[src/rtl/dmac_pkg.sv]
// Shared types and constants for the single-channel DMA copy engine.
package dmac_pkg;

    typedef enum logic [2:0] {
        ST_IDLE,
        ST_RD_ADDR,
        ST_RD_DATA,
        ST_WR,
        ST_WR_RESP,
        ST_DONE
    } dma_state_t;

    localparam logic [1:0] AXI_RESP_OKAY   = 2'b00;
    localparam logic [1:0] AXI_RESP_SLVERR = 2'b10;
    localparam logic [1:0] AXI_RESP_DECERR = 2'b11;

    localparam int unsigned WORD_BYTES = 4;

    // EXOKAY has no meaning on AXI4-Lite, so anything but OKAY aborts the transfer.
    function automatic logic resp_is_error(input logic [1:0] resp);
        case (resp)
            AXI_RESP_OKAY:                   return 1'b0;
            AXI_RESP_SLVERR, AXI_RESP_DECERR: return 1'b1;
            default:                         return 1'b1;
        endcase
    endfunction

endpackage

[src/rtl/dma_copy_engine.sv]
// Single-channel AXI4-Lite DMA copy engine: one read then one write per word.
// Optional `DMAC_FILL_EN adds fill_mode/fill_data ports for pattern fill.
module dma_copy_engine
    import dmac_pkg::*;
#(
    parameter int unsigned ADDR_WIDTH = 32,
    parameter int unsigned DATA_WIDTH = 32,
    parameter int unsigned LEN_WIDTH  = 16
) (
    input  logic                    clk,
    input  logic                    rst,
    input  logic                    start,
    input  logic [ADDR_WIDTH-1:0]   src_addr,
    input  logic [ADDR_WIDTH-1:0]   dst_addr,
    input  logic [LEN_WIDTH-1:0]    len,
`ifdef DMAC_FILL_EN
    input  logic                    fill_mode,
    input  logic [DATA_WIDTH-1:0]   fill_data,
`endif
    output logic                    busy,
    output logic                    done,
    output logic                    error,
    output logic [LEN_WIDTH-1:0]    words_left,
    output logic [ADDR_WIDTH-1:0]   m_axi_araddr,
    output logic                    m_axi_arvalid,
    input  logic                    m_axi_arready,
    input  logic [DATA_WIDTH-1:0]   m_axi_rdata,
    input  logic [1:0]              m_axi_rresp,
    input  logic                    m_axi_rvalid,
    output logic                    m_axi_rready,
    output logic [ADDR_WIDTH-1:0]   m_axi_awaddr,
    output logic                    m_axi_awvalid,
    input  logic                    m_axi_awready,
    output logic [DATA_WIDTH-1:0]   m_axi_wdata,
    output logic [DATA_WIDTH/8-1:0] m_axi_wstrb,
    output logic                    m_axi_wvalid,
    input  logic                    m_axi_wready,
    input  logic [1:0]              m_axi_bresp,
    input  logic                    m_axi_bvalid,
    output logic                    m_axi_bready
);

    localparam logic [ADDR_WIDTH-1:0] ADDR_STEP  = ADDR_WIDTH'(WORD_BYTES);
    localparam logic [ADDR_WIDTH-1:0] ALIGN_MASK = ~ADDR_WIDTH'(WORD_BYTES - 1);

    dma_state_t state;
    logic       aw_done;
    logic       w_done;
    logic       aw_fire;
    logic       w_fire;
`ifdef DMAC_FILL_EN
    logic       fill_r;
`endif

    assign aw_fire     = m_axi_awvalid && m_axi_awready;
    assign w_fire      = m_axi_wvalid && m_axi_wready;
    assign m_axi_wstrb = '1;

    // The araddr/awaddr registers double as the running source/destination pointers.
    always_ff @(posedge clk) begin
        if (rst) begin
            state         <= ST_IDLE;
            busy          <= 1'b0;
            done          <= 1'b0;
            error         <= 1'b0;
            words_left    <= '0;
            m_axi_araddr  <= '0;
            m_axi_arvalid <= 1'b0;
            m_axi_rready  <= 1'b0;
            m_axi_awaddr  <= '0;
            m_axi_awvalid <= 1'b0;
            m_axi_wdata   <= '0;
            m_axi_wvalid  <= 1'b0;
            m_axi_bready  <= 1'b0;
            aw_done       <= 1'b0;
            w_done        <= 1'b0;
`ifdef DMAC_FILL_EN
            fill_r        <= 1'b0;
`endif
        end else begin
            done <= 1'b0;
            case (state)
                ST_IDLE: begin
                    if (start) begin
                        busy         <= 1'b1;
                        error        <= 1'b0;
                        m_axi_araddr <= src_addr & ALIGN_MASK;
                        m_axi_awaddr <= dst_addr & ALIGN_MASK;
                        words_left   <= len;
`ifdef DMAC_FILL_EN
                        fill_r       <= fill_mode;
`endif
                        if (len == '0) begin
                            state <= ST_DONE;
`ifdef DMAC_FILL_EN
                        end else if (fill_mode) begin
                            m_axi_wdata   <= fill_data;
                            m_axi_awvalid <= 1'b1;
                            m_axi_wvalid  <= 1'b1;
                            aw_done       <= 1'b0;
                            w_done        <= 1'b0;
                            state         <= ST_WR;
`endif
                        end else begin
                            m_axi_arvalid <= 1'b1;
                            state         <= ST_RD_ADDR;
                        end
                    end
                end
                ST_RD_ADDR: begin
                    if (m_axi_arready) begin
                        m_axi_arvalid <= 1'b0;
                        m_axi_rready  <= 1'b1;
                        state         <= ST_RD_DATA;
                    end
                end
                ST_RD_DATA: begin
                    if (m_axi_rvalid) begin
                        m_axi_rready <= 1'b0;
                        if (resp_is_error(m_axi_rresp)) begin
                            error <= 1'b1;
                            state <= ST_DONE;
                        end else begin
                            m_axi_wdata   <= m_axi_rdata;
                            m_axi_awvalid <= 1'b1;
                            m_axi_wvalid  <= 1'b1;
                            aw_done       <= 1'b0;
                            w_done        <= 1'b0;
                            state         <= ST_WR;
                        end
                    end
                end
                ST_WR: begin
                    if (aw_fire) begin
                        m_axi_awvalid <= 1'b0;
                        aw_done       <= 1'b1;
                    end
                    if (w_fire) begin
                        m_axi_wvalid <= 1'b0;
                        w_done       <= 1'b1;
                    end
                    if ((aw_done || aw_fire) && (w_done || w_fire)) begin
                        m_axi_bready <= 1'b1;
                        state        <= ST_WR_RESP;
                    end
                end
                ST_WR_RESP: begin
                    if (m_axi_bvalid) begin
                        m_axi_bready <= 1'b0;
                        if (resp_is_error(m_axi_bresp)) begin
                            error <= 1'b1;
                            state <= ST_DONE;
                        end else begin
                            m_axi_araddr <= m_axi_araddr + ADDR_STEP;
                            m_axi_awaddr <= m_axi_awaddr + ADDR_STEP;
                            words_left   <= words_left - 1'b1;
                            if (words_left == LEN_WIDTH'(1)) begin
                                state <= ST_DONE;
`ifdef DMAC_FILL_EN
                            end else if (fill_r) begin
                                m_axi_awvalid <= 1'b1;
                                m_axi_wvalid  <= 1'b1;
                                aw_done       <= 1'b0;
                                w_done        <= 1'b0;
                                state         <= ST_WR;
`endif
                            end else begin
                                m_axi_arvalid <= 1'b1;
                                state         <= ST_RD_ADDR;
                            end
                        end
                    end
                end
                ST_DONE: begin
                    done  <= 1'b1;
                    busy  <= 1'b0;
                    state <= ST_IDLE;
                end
                default: state <= ST_IDLE;
            endcase
        end
    end

endmodule

[config.mk]
export PLATFORM = sky130hd
export DESIGN_NAME = dma_copy_engine
export DESIGN_NICKNAME = d
export VERILOG_FILES = /design/src/rtl/dmac_pkg.sv /design/src/rtl/dma_copy_engine.sv
export SDC_FILE = /design/constraint.sdc
export NUM_CORES = 1
export LEC_CHECK = 0
export CAP_MARGIN = 20
export CELL_PAD_IN_SITES_DETAIL_PLACEMENT = 1
export CELL_PAD_IN_SITES_GLOBAL_PLACEMENT = 2
export CORE_UTILIZATION = 24
export CTS_BUF_LIST = sky130_fd_sc_hd__clkbuf_16
export DETAILED_ROUTE_END_ITERATION = 8
export GPL_TIMING_DRIVEN = 0
export PLACE_DENSITY_LB_ADDON = 0.1
export SLEW_MARGIN = 20
export SYNTH_ARGS = -nofsm -noshare
export SYNTH_HDL_FRONTEND = slang
export SYNTH_SLANG_ARGS = --single-unit
[constraint.sdc]
create_clock -name clk -period 2.3 [get_ports clk]
set_clock_uncertainty 0.15 [all_clocks]
set_input_delay 0.46 -clock clk [delete_from_list [all_inputs] [get_ports clk]]
set_output_delay 0.46 -clock clk [all_outputs]
set_load 0.01 [all_outputs]
==> impl_metrics.ini, run 1 <==
[setup_path]
worstSetupStartpointType = primary input
worstPathRequired_ns = 2.47
critPathMaxFanout = 10
arrival_ns = 2.44
critPathCaptureType = flip-flop
crit_type = in -> reg

[pwr]
cellPowerDensity_nw_per_um2 = 690
total_leakage_power_nw = 3.76
irDropWorstVdd_mv = 0.473
finalPower_w = 0.00731

[drt]
drt-vias-per-instance = 5.24
dr_total_vias = 8250
drt.antenna.violating_nets = 0
dr.pass1.iters = 4
routed_wire_length_per_instance_um = 22.4
drc = 0
finalWirelength_um = 35300
drt_first_iter_violations = 650

[yosys]
fraction_of_the_yosys_area_taken_by_sequential_cells = 0.357
synth.ff_latch_count = 121
ys_dominant_reg_cell = sky130_fd_sc_hd__dfxtp_1
proportion_of_synthesized_flip_flops_having_asynchronous_set_or_reset = 0
synth.cell_area_um2 = 6790
syn-mean-instance-area_um2 = 7.53
postSynthCellCount = 902
number_of_distinct_library_cells_after_synthesis = 76
top_cell_type_s_share_of_synthesized_area = 0.357
synth_largest_area_cell = sky130_fd_sc_hd__dfxtp_1
synthesis.yosys.warnings = 0
number_of_flops_mapped_to_enable_cells_by_yosys = 0
synth.area.top_cells = sky130_fd_sc_hd__dfxtp_1, sky130_fd_sc_hd__a21oi_1, sky130_fd_sc_hd__nand2_1, sky130_fd_sc_hd__nor2_1, sky130_fd_sc_hd__o21ai_0

[floorplan]
initial_utilization = 0.244
fp-row-count = 61
die-area_um2 = 29000
design.core.area_um2 = 27800
die_height_um = 170
floorplan.io_pins = 248
die_wd_um = 170

[global_route]
grt_usage = 0.245
grt-ovfl-total = 0
grt_antenna_before_repair = 0
global_route_wire_length_before_repair_um = 52200
grt_max_degree = 17
grt_pass1_vias = 8196

[place]
routabilityCongestion = 0.826
place.port_buffers = 235
placed_cells_incl_taps = 1522
dp.final_hpwl_um = 25600

[final_layout]
fillers = 3405
nNetsFinal = 1310
finalNonFillerCells = 1573
drive_gt1_frac = 0.139
final_core_util = 0.382
diodes = 0
area_delta_synth_final_pct = 56.1
mostFrequentLayoutCell = sky130_fd_sc_hd__clkdlybuf4s50_1
layout.cells.most_common_list = sky130_fd_sc_hd__clkdlybuf4s50_1, sky130_fd_sc_hd__nand2_1, sky130_fd_sc_hd__dfxtp_1

[cts]
numClockSinks = 121
clockRootBuffer = sky130_fd_sc_hd__clkbuf_16
tritoncts.num_buffers = 17
ctsHoldBuffers = 0
cts_max_path_buffers = 2
clkLatencyLatePin_ns = 0.43
cts_tree = yes
cts_h_tree_lvls = 4
path_clk_slew_ns = 0.06

[sta]
max_clock_freq_mhz = 440
max-slew-margin-rel = 0.404
final.hold.worst_slack_ns = 0.307
final.period_utilization = 0.989
timing.final.hold_violations = 0
grt_setup_unrepaired = yes
fin_crit_ns = 2.27
timing_worst_slew_pin_value_ns = 0.895
final_max_slew_viol_count = 0
setup_viol_count_final = 0

[run]
max_cap_viol_count = 0

[worst_hold_path]
min-delay-path-class = reg -> reg

[run_status]
status = completed
-- synthesized netlist by cell type (all sizes together), types with 11 or more instances --
master and count:
nand3 39, nand4 20, o22ai 11, o21ai 58, inv 13, buf 39
nor4 16, nor2 86, a21oi 112, a31oi 12, dfxtp 121, nand2 129
nor3b 12, a211oi 14, nor3 33, clkbuf 34
-- cells by family after synthesis --
logic type                 count (synthesis)  share of synthesized area
AOI/OAI and AO/OA                        282                      0.258
muxes                                      8                     0.0120
other                                      2                    0.00111
adders and majority gates                  4                    0.00737
DFF                                      121                      0.357
buffers and inverters                     86                     0.0583
and+or+nand+nor                          399                      0.307
-- metrics by stage --
step,area [µm²],setup WS [ns],setup TNS [ns]
2_1_floorplan,6810,0.151,0
3_3_place_gp,9640,-1.94,-144.55
3_5_place_dp,9660,-1.14,-106.92
4_1_cts,10500,0.0108,0
5_1_grt,10600,-0.0202,-0.0303
6_report,10600,0.0261,0
-- critical path: stages --
cell and delay, ns:
sky130_fd_sc_hd__clkdlybuf4s50_1 0.62, sky130_fd_sc_hd__clkbuf_2 0.39, sky130_fd_sc_hd__clkbuf_1 0.71, sky130_fd_sc_hd__nor2_1 0.11, sky130_fd_sc_hd__o21a_1 0.13
-- layer usage --
metal / track usage / part of all wire / vias to the layer above / routed length (µm)
li1: - / - / 3888 / -
met1: 0.341 / 0.47 / 4118 / 16700
met2: 0.398 / 0.47 / 215 / 16600
met3: 0.0305 / 0.042 / 29 / 1490
met4: 0.0595 / 0.014 / 0 / 482
met5: 0 / 0 / - / 0
-- sequential cells by signal, summed over array words and instances (netlist names) --
register,count
m_axi_awvalid,1
m_axi_wdata,32
error,1
words_left,16
m_axi_rready,1
m_axi_awaddr,30
m_axi_wvalid,1
state,3
m_axi_araddr,30
m_axi_arvalid,1
m_axi_bready,1
w_done,1
done,1
aw_done,1
busy,1
-- repair_timing --
item | 4_1_cts | 5_1_grt
buffers inserted | 16 | 6
endpoints found under the setup margin | 119 | 100
gates resized for setup | 51 | 54
pin swaps | 6 | 7
-- power breakdown --
group	internal (W)	switching, W	total [W]	leakage [nW]
Sequential	0.00229	0.000306	0.00260	0.992
Clock	0.00160	0.00113	0.00272	0.275
Combinational	0.000936	0.00106	0.00199	2.49
-- path summary, 6_finish.rpt --
kind	from	cells after the start	slack (ns)	end
worst max-delay path	rst	5	0.03	m_axi_arvalid
worst min-delay path	m_axi_wdata[16]	2	0.31	m_axi_wdata[16]
worst max register to register	m_axi_awaddr[4]	5	0.09	m_axi_awaddr[21]
worst min register to register	m_axi_wdata[16]	2	0.31	m_axi_wdata[16]
-- layout make-up --
cell class                      instances  area [µm²]  area share
Buffer                                 70         437      0.0412
Clock buffer                           17         425      0.0401
Multi-Input combinational cell        701        4100       0.387
Clock inverter                         15         154      0.0145
Inverter                               13        48.8     0.00460
Tap cell                              378         473      0.0446
Timing Repair Buffer                  258        2530       0.239
Sequential cell                       121        2430       0.229
No activity file was read; power rests on OpenSTA's default activity.
==> run 2, diff against run 1 <==
Settings changed: CAP_MARGIN 20 to unset, CTS_CLUSTER_DIAMETER set to 30.
==> results of run 2 <==
Final layout, timing and power as in run 1 (identical DEF).
